## src/rtl/output_checker_pkg.sv

```systemverilog
// Shared state encoding, default MISR constants and the vector fold helper
// used by the output signature checker and its MISR sub-blocks.
package output_checker_pkg;

  typedef enum logic [1:0] {
    ST_IDLE,
    ST_RUN,
    ST_DONE
  } state_t;

  localparam logic [31:0] DEF_POLY = 32'h04C11DB7;
  localparam logic [31:0] DEF_SEED = 32'hFFFFFFFF;

  // fold() accepts vectors up to FOLD_MAX_W bits and signatures up to FOLD_MAX_SIG bits.
  localparam int FOLD_MAX_W   = 256;
  localparam int FOLD_IW      = 8;
  localparam int FOLD_MAX_SIG = 64;
  localparam int FOLD_SIG_IW  = 6;

  // Bit i of the zero-extended vector lands in lane i % sig_w, i.e. an XOR of sig_w-wide chunks.
  function automatic logic [FOLD_MAX_SIG-1:0] fold(input logic [FOLD_MAX_W-1:0] v,
                                                   input int sig_w);
    logic [FOLD_MAX_SIG-1:0] r;
    r = '0;
    for (int i = 0; i < FOLD_MAX_W; i++) begin
      r[FOLD_SIG_IW'(i % sig_w)] = r[FOLD_SIG_IW'(i % sig_w)] ^ v[FOLD_IW'(i)];
    end
    return r;
  endfunction

endpackage

```

## src/rtl/output_signature_checker_misr.sv

```systemverilog
// Multiple-input signature register: folds each enabled input vector into a
// SIG_W-bit Galois LFSR signature; clear reloads the seed.
module misr_compactor
  import output_checker_pkg::*;
#(
  parameter int               WIDTH = 127,
  parameter int               SIG_W = 32,
  parameter logic [SIG_W-1:0] POLY  = SIG_W'(DEF_POLY),
  parameter logic [SIG_W-1:0] SEED  = SIG_W'(DEF_SEED)
) (
  input  logic             i_clk,
  input  logic             i_rst_n,
  input  logic             i_clear,
  input  logic             i_en,
  input  logic [WIDTH-1:0] i_data,
  output logic [SIG_W-1:0] o_sig
);

  logic [SIG_W-1:0] r_sig;
  logic [SIG_W-1:0] w_fold;
  logic [SIG_W-1:0] w_feedback;
  logic [SIG_W-1:0] w_next;

  assign w_fold     = SIG_W'(fold(FOLD_MAX_W'(i_data), SIG_W));
  assign w_feedback = r_sig[SIG_W-1] ? POLY : '0;
  assign w_next     = {r_sig[SIG_W-2:0], 1'b0} ^ w_feedback ^ w_fold;

  always_ff @(posedge i_clk or negedge i_rst_n) begin
    if (!i_rst_n) begin
      r_sig <= SEED;
    end else if (i_clear) begin
      r_sig <= SEED;
    end else if (i_en) begin
      r_sig <= w_next;
    end
  end

  assign o_sig = r_sig;

endmodule

```

## config.mk

```make
export PLATFORM = sky130hd
export DESIGN_NAME = misr_compactor
export DESIGN_NICKNAME = d
export VERILOG_FILES = /design/src/rtl/output_checker_pkg.sv /design/src/rtl/output_signature_checker_misr.sv
export SDC_FILE = /design/constraint.sdc
export NUM_CORES = 1
export LEC_CHECK = 0
export BUFFER_PORTS_ARGS = -buffer_cell sky130_fd_sc_hd__buf_2
export CAP_MARGIN = 20
export CORE_ASPECT_RATIO = 1.75
export CORE_MARGIN = 2
export CORE_UTILIZATION = 34
export CTS_CLUSTER_SIZE = 8
export DETAILED_ROUTE_END_ITERATION = 6
export GPL_TIMING_DRIVEN = 0
export PLACE_DENSITY = 0.83
export SLEW_MARGIN = 20
export SYNTH_ARGS = -nofsm -noshare
export SYNTH_HDL_FRONTEND = slang
export SYNTH_SLANG_ARGS = --single-unit
```

## constraint.sdc

```tcl
create_clock -name i_clk -period 1.35 [get_ports i_clk]
set_clock_uncertainty 0.1 [all_clocks]
set_input_delay 0.0675 -clock i_clk [delete_from_list [all_inputs] [get_ports i_clk]]
set_output_delay 0.0675 -clock i_clk [all_outputs]
set_load 0.005 [all_outputs]
```

Yosys cells after proc, flatten, opt, wreduce, memory -nomap -nowiden
Cells that the tools add are included.
{"block": "op_classes", "add_sub_neg": 0, "mul": 0, "div_mod_pow": 0, "order_cmp": 0, "eq_ne": 0, "shifts": 0, "n_mux": 3, "bitwise_logic": 1, "reduce_logical": 1}
{"op": "$mux 32", "count": 2}
{"op": "$xor 32x32->32", "count": 1}
{"op": "$mux 27", "count": 1}
{"op": "$reduce_bool 2->1", "count": 1}
{"block": "word_totals", "ff_bits": 32, "latch_bits": 0, "ramBits": 0, "romBits": 0, "input_bits": 131, "out_inout_bits": 32, "wordCells": 6, "memories": 0}

Longest topological paths before layout
Gate-level depths: netlist of the first run.
{"block": "logic_depth", "depth_word": 4, "depth_mapped": 4, "ltp_nobuf": 2}

Worst setup path after synthesis of the first run
No wires, ideal clock.
{"block": "synth_path", "kind": "register -> register", "startpoint": "register r_sig[31] (netlist: o_sig[31])", "endpoint": "register r_sig[10] (netlist: o_sig[10])", "setup_time_ns": 0.073, "arrival_ns": 1.008, "slack_ns": 0.169, "stages_incl_launch_ff": 5, "n_path_buf": 2, "period_less_slack_ns": 1.181, "path_cell_list": "dfstp_2 buf_4 buf_6 xnor2_1 a21oi_1"}
{"block": "synth_between", "elab_chain_len": 4}
{"element": "start: declaration", "line_no": "output_signature_checker_misr.sv:19", "rtl": "logic [SIG_W-1:0] r_sig;"}
{"element": "start signal: assignment", "line_no": "output_signature_checker_misr.sv:34", "rtl": "r_sig <= w_next;"}
{"element": "$mux 27", "line_no": "output_signature_checker_misr.sv:25", "rtl": "assign w_feedback = r_sig[SIG_W-1] ? POLY : '0;"}
{"element": "$xor 32x32->32", "line_no": "output_signature_checker_misr.sv:26", "rtl": "assign w_next = {r_sig[SIG_W-2:0], 1'b0} ^ w_feedback ^ w_fold;"}
{"element": "$mux 32", "line_no": "output_signature_checker_misr.sv:33", "rtl": "end else if (i_en) begin"}
{"element": "$mux 32", "line_no": "output_signature_checker_misr.sv:31", "rtl": "end else if (i_clear) begin"}
Every way passes these cells. The select of a mux whose other input is x is not followed.
A chain may end at the register's enable or synchronous reset.

Worst setup path after layout of the first run
{"block": "layout_path", "startpoint": "register r_sig[31] (netlist: o_sig[31])", "endpoint": "register r_sig[12] (netlist: o_sig[12])"}
The elaborated chain is that of the path after synthesis.

==> results of run 1 <==
## cells in the mapped netlist
cell | n | area share [%]
a211o_1 | 19 | 11
a21oi_1 | 13 | 4.4
and2b_1 | 1 | 0.51
buf_2 | 3 | 1.0
buf_4 | 3 | 1.5
buf_6 | 5 | 3.8
clkbuf_1 | 1 | 0.25
dfstp_2 | 32 | 57
nor2b_1 | 18 | 7.6
nor2b_2 | 1 | 0.59
nor3_1 | 13 | 4.4
xnor2_1 | 13 | 7.7
## metrics by stage
step	instances	setup slack, ns	instance area, µm²	hold slack, ns	total power [µW]
after global placement	205	0.0940	1710	0.363	1500
final	213	0.0937	1820	0.0686	2280
after floorplan	122	0.169	1480	-0.180	1360
after global routing	213	0.0307	1820	0.111	2370
after CTS	213	0.0464	1800	0.0761	2290
after detailed placement	205	0.0526	1710	0.382	1510
## routing by layer
| metal | vias up | track usage, % | wire length [µm] |
|---|---|---|---|
| met1 | 569 | 19.7 | 1350 |
| met2 | 36 | 29.3 | 2000 |
| met4 | 0 | 8.33 | 80 |
| met5 | - | 0 | 0 |
| li1 | 501 | - | - |
| met3 | 7 | 3.29 | 147 |
## cells by family after synthesis
kind of cell           after synthesis  synth area share [%]
AND/OR/NAND/NOR                     33                  13.1
buffers and inverters               12                  6.60
flip-flops                          32                  56.9
AO/OA/AOI/OAI                       32                  15.7
XOR/XNOR                            13                  7.71
## where the power goes
part / switching (µW) / total [µW] / internal [µW]
sequential: 67.1 / 1160 / 1090
combinational: 172 / 347 / 174
clock: 358 / 772 / 414
## final timing paths
kind / start / to / cells past startpoint / slack [ns]
setup / recovery: o_sig[31] / o_sig[12] / 4 / 0.09
setup reg to reg: o_sig[31] / o_sig[12] / 4 / 0.09
hold / removal: i_clear / o_sig[16] / 3 / 0.07
min in group asynchronous: i_rst_n / o_sig[1] / 1 / 0.09
hold reg to reg: o_sig[21] / o_sig[22] / 2 / 0.47
max in group asynchronous: i_rst_n / o_sig[8] / 1 / 1.02
## tightest hold or removal path, delay by kind of cell
kind                   cells  cell delay [ns]
and+or+nand+nor            1             0.20
buffers and inverters      1             0.13
AOI/OAI and AO/OA          1             0.06
## final cells by class
cell class | instances | area [µm²] | share of cell area (%)
timing repair buffer | 34 | 170 | 9.37
tap | 49 | 61.3 | 3.38
sequential | 32 | 841 | 46.3
clock inverter | 1 | 7.51 | 0.414
clock buffer | 7 | 86.3 | 4.76
multi-input combinational | 78 | 539 | 29.7
buffer | 12 | 110 | 6.06
## what timing repair did
item | 4_1_cts | 5_1_grt
setup endpoints to repair | 0 | 4
gates resized for setup | 0 | 3
endpoints found under the hold margin | 0 | 0
hold buffers | 0 | 0
## placed cells by master (no fill, tap or decap)
master / netlist / final
a211o_1: 19 / 19
a21oi_1: 13 / 13
and2b_1: 1 / 1
buf_12: 0 / 1
buf_2: 3 / 37
buf_4: 3 / 2
buf_6: 5 / 5
clkbuf_1: 1 / 2
clkbuf_8: 0 / 6
clkinvlp_4: 0 / 1
dfstp_2: 32 / 32
nor2b_1: 18 / 18
nor2b_2: 1 / 1
nor3_1: 13 / 13
xnor2_1: 13 / 13
==> flow_summary.ini, run 1 <==
[sta]
max_freq_ghz = 0.796
rsz0062_at_grt = false
hold_viol = 0
setup_viol = 0
slew_violations = 0
period_minus_slack_ns = 1.26
finalSetupTns_ns = 0
layout_worst_path_cycle_share_pct = 93.1
worst_pin_slew_ns = 0.689
maxSlewHeadroom_pct = 54.1

[cts]
cts_buffer_depth = 2
post_cts_buffers = 0
clkLatencyLatePin_ns = 0.29
tritoncts = done
cts_root_buf = clkbuf_8
h-tree-depth = 2
numCtsBuffers = 5
clock-sinks = 32
clkSlewWorstSetupHoldPaths_ns = 0.07

[routing]
first_pass_iters = 4
route.detailed.drc = 0
vias = 1113
detail_route.wl_per_cell_um = 16.8
via_per_inst = 5.23
routed_wl_um = 3580
final_antenna_net_count = 0
drtIter0Drc = 17

[setup_path]
cp-end-kind = flip-flop
critPathTopFamily = flip-flops
slowest_stage = dfstp_2
worstSetupPathType = flip-flop to flip-flop
crit_fanout = 10
crit_buf_inv = 2
crit_arrival_ns = 1.37
worstPathCellList = buf_6, buf_12, xnor2_1, a21oi_1
start_kind = flip-flop
max_stage_delay_ns = 0.54
worstPathRequired_ns = 1.47

[floorplanning]
rows = 31
core_mm2 = 0.00415
dieArea_mm2 = 0.00491
ioPinCount = 163
fp.dieH_um = 91.2
initial_core_util_pct = 35.6
die_w_um = 53.8

[logic_synthesis]
syn_nets = 253
synth.avg_cell_area_um2 = 12.1
yosysSeqAreaShare_pct = 56.9
netlist_area_mm2 = 0.00148
synth_cell_type_count = 12
synth-seq-cells = 32
ys_warn_count = 0
synthCells = 122

[final_layout]
areaGrowthSynthToFinish_pct = 22.9
layout-drive-gt1-share_pct = 51.8
n_fill_cell = 380
diodes = 0
layout.nets = 294
largest_register_ffs = 32
finish.utilization_pct = 43.7

[status]
status = completed

[grt]
grt_max_degree = 33
antenna_found_initial = 0
grt_pass1_vias = 1192
grt.overflow.total = 0
grt_pass1_wl_um = 6140
grt_use_total_pct = 17.3

[placement]
dpl.hpwl_um = 2550
gp_congestion = 0.778
port_buffers = 34

[pwr]
ir_worst_vdd_mv = 0.874
power_density_mw_per_mm2 = 1250
p_leak_uw = 0.000707

[worst_hold_path]
hp-class = primary input to flip-flop

[flow_run]
cap_viol_max_count = 0
Power figures use the tool's default switching activity.
==> run 2, diff against run 1 <==
--- a/config.mk
+++ b/config.mk
@@ -9,11 +9,11 @@
 export CAP_MARGIN = 20
 export CORE_ASPECT_RATIO = 1.75
 export CORE_MARGIN = 2
-export CORE_UTILIZATION = 34
+export CORE_UTILIZATION = 25
 export CTS_CLUSTER_SIZE = 8
 export DETAILED_ROUTE_END_ITERATION = 6
 export GPL_TIMING_DRIVEN = 0
-export PLACE_DENSITY = 0.83
+export PLACE_DENSITY = 0.65
 export SLEW_MARGIN = 20
 export SYNTH_ARGS = -nofsm -noshare
 export SYNTH_HDL_FRONTEND = slang
==> run 2 against run 1 <==
Net effect:
- wire length down 6.0%
- first-iteration DRC count rose to 3.2 times the previous value
- clock-buffer cell count fell by 1
- non-clock buffer count did not move
- clock power up 17%
- final area rose by 2.8%
- worst hold slack got worse by 0.0061 ns
- critical path type unchanged
==> flow_summary.ini, run 2 (synthesis results as in run 1) <==
[sta]
hold_viol = 0
layout_worst_path_cycle_share_pct = 89.9
timing.final.ws_setup_ns = 0.136
max_freq_ghz = 0.824
worst_pin_slew_ns = 0.710
setup_viol = 0
rsz0062_at_grt = false
maxSlewHeadroom_pct = 52.6
slew_violations = 0
period_minus_slack_ns = 1.21
finalSetupTns_ns = 0

[setup_path]
crit_fanout = 10
critPathTopFamily = flip-flops
crit_arrival_ns = 1.33
start_kind = flip-flop
max_stage_delay_ns = 0.53
crit_buf_inv = 2
r2r_slack_ns = 0.14
cp-end-kind = flip-flop
worstPathRequired_ns = 1.47
slowest_stage = dfstp_2
worstPathCellList = buf_6, buf_12, xnor2_1, a21oi_1
worstSetupPathType = flip-flop to flip-flop

[final_layout]
register_area_um2 = 841
largest_register_ffs = 32
diodes = 0
layout_common_cells = buf_2 (37), dfstp_2 (32), a211o_1 (19)
multi_input_area_um2 = 539
layout-drive-gt1-share_pct = 51.8
layout.nets = 294
areaGrowthSynthToFinish_pct = 26.2
mostFrequentLayoutCell = buf_2
finish.utilization_pct = 32.2
n_fill_cell = 603

[pwr]
ir_worst_vdd_mv = 0.631
share_clk_of_total_power_pct = 37.7
swShare_pct = 24.3
power_density_mw_per_mm2 = 1280
p_sw_uw = 583
p_leak_uw = 0.000718
power_frac_comb_pct = 14.2
p_int_uw = 1810
p_seq_share_pct = 48.1

[grt]
grt_use_total_pct = 11.1
antenna_found_initial = 0
grt.overflow.total = 0
grt_max_degree = 33
grt_pass1_vias = 1026
grt_pass1_wl_um = 5620

[worst_hold_path]
hp-class = primary input to flip-flop

[routing]
first_pass_iters = 4
routed_wl_um = 3360
via_per_inst = 4.50
route.detailed.drc = 0
detail_route.wl_per_cell_um = 13.9
final_antenna_net_count = 0
drtIter0Drc = 54
vias = 1088

[floorplanning]
ioPinCount = 163
dieArea_mm2 = 0.00657
core_mm2 = 0.00579
die_w_um = 62.1
fp.dieH_um = 106
initial_core_util_pct = 25.5
rows = 37

[cts]
clkSlewWorstSetupHoldPaths_ns = 0.07
tritoncts = done
clock-sinks = 32
numCtsBuffers = 5
clkLatencyLatePin_ns = 0.29
cts_buffer_depth = 2
h-tree-depth = 2
cts_root_buf = clkbuf_8
hold_buffers = 0

[flow_run]
cap_viol_max_count = 0

[placement]
gp_congestion = 0.690
dpl.hpwl_um = 2340
port_buffers = 34
dp_slack_ns = 0.0853

[status]
status = completed
==> run 2: layout make-up <==
cell class              instances  area share, %
multi-input cells              78           28.9
repair buffers                 34           9.12
clock inverters                 2           1.88
clock buffers                   6           3.89
well taps                      78           5.23
flip-flops and latches         32           45.1
plain buffers                  12           5.90
==> run 2: path summary, 6_finish.rpt <==
kind	startpoint	endpoint	cells past startpoint
min reg2reg	o_sig[4]	o_sig[5]	2
min in group asynchronous	i_rst_n	o_sig[6]	1
min	i_en	o_sig[18]	3
max in group asynchronous	i_rst_n	o_sig[1]	1
max	o_sig[31]	o_sig[11]	4
max reg2reg	o_sig[31]	o_sig[11]	4
==> run 2: repair_timing <==
item | CTS | global route
buffers inserted | 0 | 0
endpoints found under the hold margin | 0 | 0
endpoints found under the setup margin | 0 | 2
resized for setup | 0 | 3
==> run 2: per-layer routing <==
layer / GRT usage (%) / share of wire, % / wire length [µm] / vias up
li1: - / - / - / 508
met1: 14.0 / 44 / 1490 / 542
met2: 17.0 / 48 / 1600 / 33
met3: 3.63 / 6.2 / 207 / 5
met4: 5.24 / 2.1 / 69 / 0
met5: 0 / 0 / 0 / -
==> run 2: worst min-delay path, delay by kind of cell <==
kind                   cells  cell delay (ns)
AO/OA/AOI/OAI              1             0.10
buffers and inverters      1             0.14
AND/OR/NAND/NOR            1             0.11
==> run 2: power by group through the flow <==
stage                     clock (µW)  combinational (µW)  sequential (µW)
after floorplan                    0                 196             1160
after global placement             0                 337             1170
after detailed placement           0                 340             1170
after CTS                        928                 342             1160
after global routing             975                 375             1170
final                            903                 339             1150
==> run 2: through the flow <==
stage / hold WS, ns / power, µW / cell area (µm²) / std cells
after detailed placement: 0.363 / 1510 / 1750 / 234
after global placement: 0.365 / 1500 / 1750 / 234
final: 0.0625 / 2390 / 1870 / 242
after CTS: 0.0622 / 2430 / 1850 / 242
after floorplan: -0.180 / 1360 / 1480 / 122
after global routing: 0.0915 / 2520 / 1870 / 242
==> run 3, diff against run 2 <==
--- a/config.mk
+++ b/config.mk
@@ -5,6 +5,7 @@
 export SDC_FILE = /design/constraint.sdc
 export NUM_CORES = 1
 export LEC_CHECK = 0
+export ABC_CLOCK_PERIOD_IN_PS = 1350
 export BUFFER_PORTS_ARGS = -buffer_cell sky130_fd_sc_hd__buf_2
 export CAP_MARGIN = 20
 export CORE_ASPECT_RATIO = 1.75
@@ -14,6 +15,7 @@
 export DETAILED_ROUTE_END_ITERATION = 6
 export GPL_TIMING_DRIVEN = 0
 export PLACE_DENSITY = 0.65
+export RECOVER_POWER = 50
 export SLEW_MARGIN = 20
 export SYNTH_ARGS = -nofsm -noshare
 export SYNTH_HDL_FRONTEND = slang
==> run 3 against run 2 <==
Net effect:
- combinational power hardly changed
- power is 0.61% lower
- cell count stayed put
- worst hold slack better by 0.0011 ns
- via count is 0.46% lower
- critical path depth stayed put
- clock-buffer cell count stayed put
- first-iteration DRC count is 1.9% higher
- non-clock buffer count stayed put
- critical path type unchanged
- largest cell class unchanged
- highest routed layer unchanged
==> flow_summary.ini, run 3 (synthesis results as in run 1) <==
[status]
status = completed

[cts]
h-tree-depth = 2
clkLatencyLatePin_ns = 0.29
post_cts_buffers = 0
clkSlewWorstSetupHoldPaths_ns = 0.07
cts_buffer_depth = 2
clock-sinks = 32
numCtsBuffers = 5
tritoncts = done
cts_root_buf = clkbuf_8

[sta]
hold_viol = 0
worst_pin_slew_ns = 0.789
rsz0062_at_grt = false
setup_viol = 0
period_minus_slack_ns = 1.21
layout_worst_path_cycle_share_pct = 89.9
timing.hold.ws_ns = 0.0636
maxSlewHeadroom_pct = 47.4
finalSetupTns_ns = 0
max_freq_ghz = 0.824
slew_violations = 0

[setup_path]
start_kind = flip-flop
worstPathCellList = buf_6, buf_12, xnor2_1, a21oi_1
max_stage_delay_ns = 0.53
r2r_cells = 4
reg2reg_to = o_sig[11]
critPathTopFamily = flip-flops
crit_fanout = 10
r2r_slack_ns = 0.14
worstSetupPathType = flip-flop to flip-flop
slowest_stage = dfstp_2
crit_buf_inv = 2
r2r-start = o_sig[31]
worstPathRequired_ns = 1.47
cp-end-kind = flip-flop
crit_arrival_ns = 1.33

[routing]
route.detailed.drc = 0
routed_wl_um = 3370
drtIter0Drc = 55
final_antenna_net_count = 0
first_pass_iters = 4
vias = 1083
detail_route.wl_per_cell_um = 13.9
via_per_inst = 4.48

[flow_run]
cap_viol_max_count = 0

[pwr]
ir_worst_vdd_mv = 0.627
power_density_mw_per_mm2 = 1280
power_uw = 2380
p_leak_uw = 0.000700

[grt]
grt_pass1_wl_um = 5620
grt.overflow.total = 0
grt_pass1_vias = 1026
antenna_found_initial = 0
grt_max_degree = 33
grt_use_total_pct = 11.1

[floorplanning]
core_mm2 = 0.00579
ioPinCount = 163
dieArea_mm2 = 0.00657
die_w_um = 62.1
initial_core_util_pct = 25.5
fp.dieH_um = 106
rows = 37

[final_layout]
diodes = 0
fin_cells = 242
layout-drive-gt1-share_pct = 42.1
n_fill_cell = 603
areaGrowthSynthToFinish_pct = 26.2
largest_register_ffs = 32
layout.nets = 294
mostFrequentLayoutCell = buf_2
layout_common_cells = buf_2 (36), a211o_1 (19), nor2b_1 (18)
finish.utilization_pct = 32.2

[placement]
dpl.hpwl_um = 2340
gp_congestion = 0.690
placed_cells = 234
port_buffers = 34

[worst_hold_path]
worstHoldPathCells = 3
hp-class = primary input to flip-flop
worstHoldStart = i_en
hold_end = o_sig[18]
## run 3: cell type report
class	instances	area (µm²)	share of cell area (%)
Clock inverter	2	35.0	1.88
Tap cell	78	97.6	5.23
Multi-Input combinational cell	78	539	28.9
Clock buffer	6	72.6	3.89
Timing Repair Buffer	34	170	9.12
Buffer	12	110	5.90
Sequential cell	32	841	45.1
## run 3: worst max path at each step
stage,start,to,cells after the start
2_1_floorplan,o_sig[31],o_sig[10],4
3_3_place_gp,o_sig[31],o_sig[4],4
3_5_place_dp,o_sig[31],o_sig[2],4
4_1_cts,o_sig[31],o_sig[4],4
5_1_grt,o_sig[31],o_sig[4],4
6_report,o_sig[31],o_sig[11],4
## run 3: what timing repair did
item / 4_1_cts / 5_1_grt
hold endpoints to repair: 0 / 0
resized for setup: 0 / 3
setup endpoints to repair: 0 / 2
hold buffers: 0 / 0
## run 3: report_power, final
group	switching [µW]	internal, µW	leakage, µW
clock	353	547	0.0000552
combinational	165	173	0.000325
sequential	63.0	1080	0.000320
total	581	1800	0.000700
## run 3: worst min-delay path, cell delays in order
cell     delay [ns]
buf_2          0.14
nor2b_1        0.11
a211o_1        0.10
## run 3: metal layers
layer / part of all wire (%) / vias up / global-route usage [%]
met5: 0 / - / 0
li1: - / 504 / -
met3: 5.7 / 5 / 3.63
met2: 48 / 31 / 17.0
met4: 2.0 / 0 / 5.24
met1: 45 / 543 / 14.0
## run 3: metrics by stage
step | instance area, µm² | setup WS [ns]
6_report | 1870 | 0.136
2_1_floorplan | 1480 | 0.169
5_1_grt | 1870 | 0.0328
4_1_cts | 1850 | 0.0607
3_3_place_gp | 1750 | 0.0827
3_5_place_dp | 1750 | 0.0853
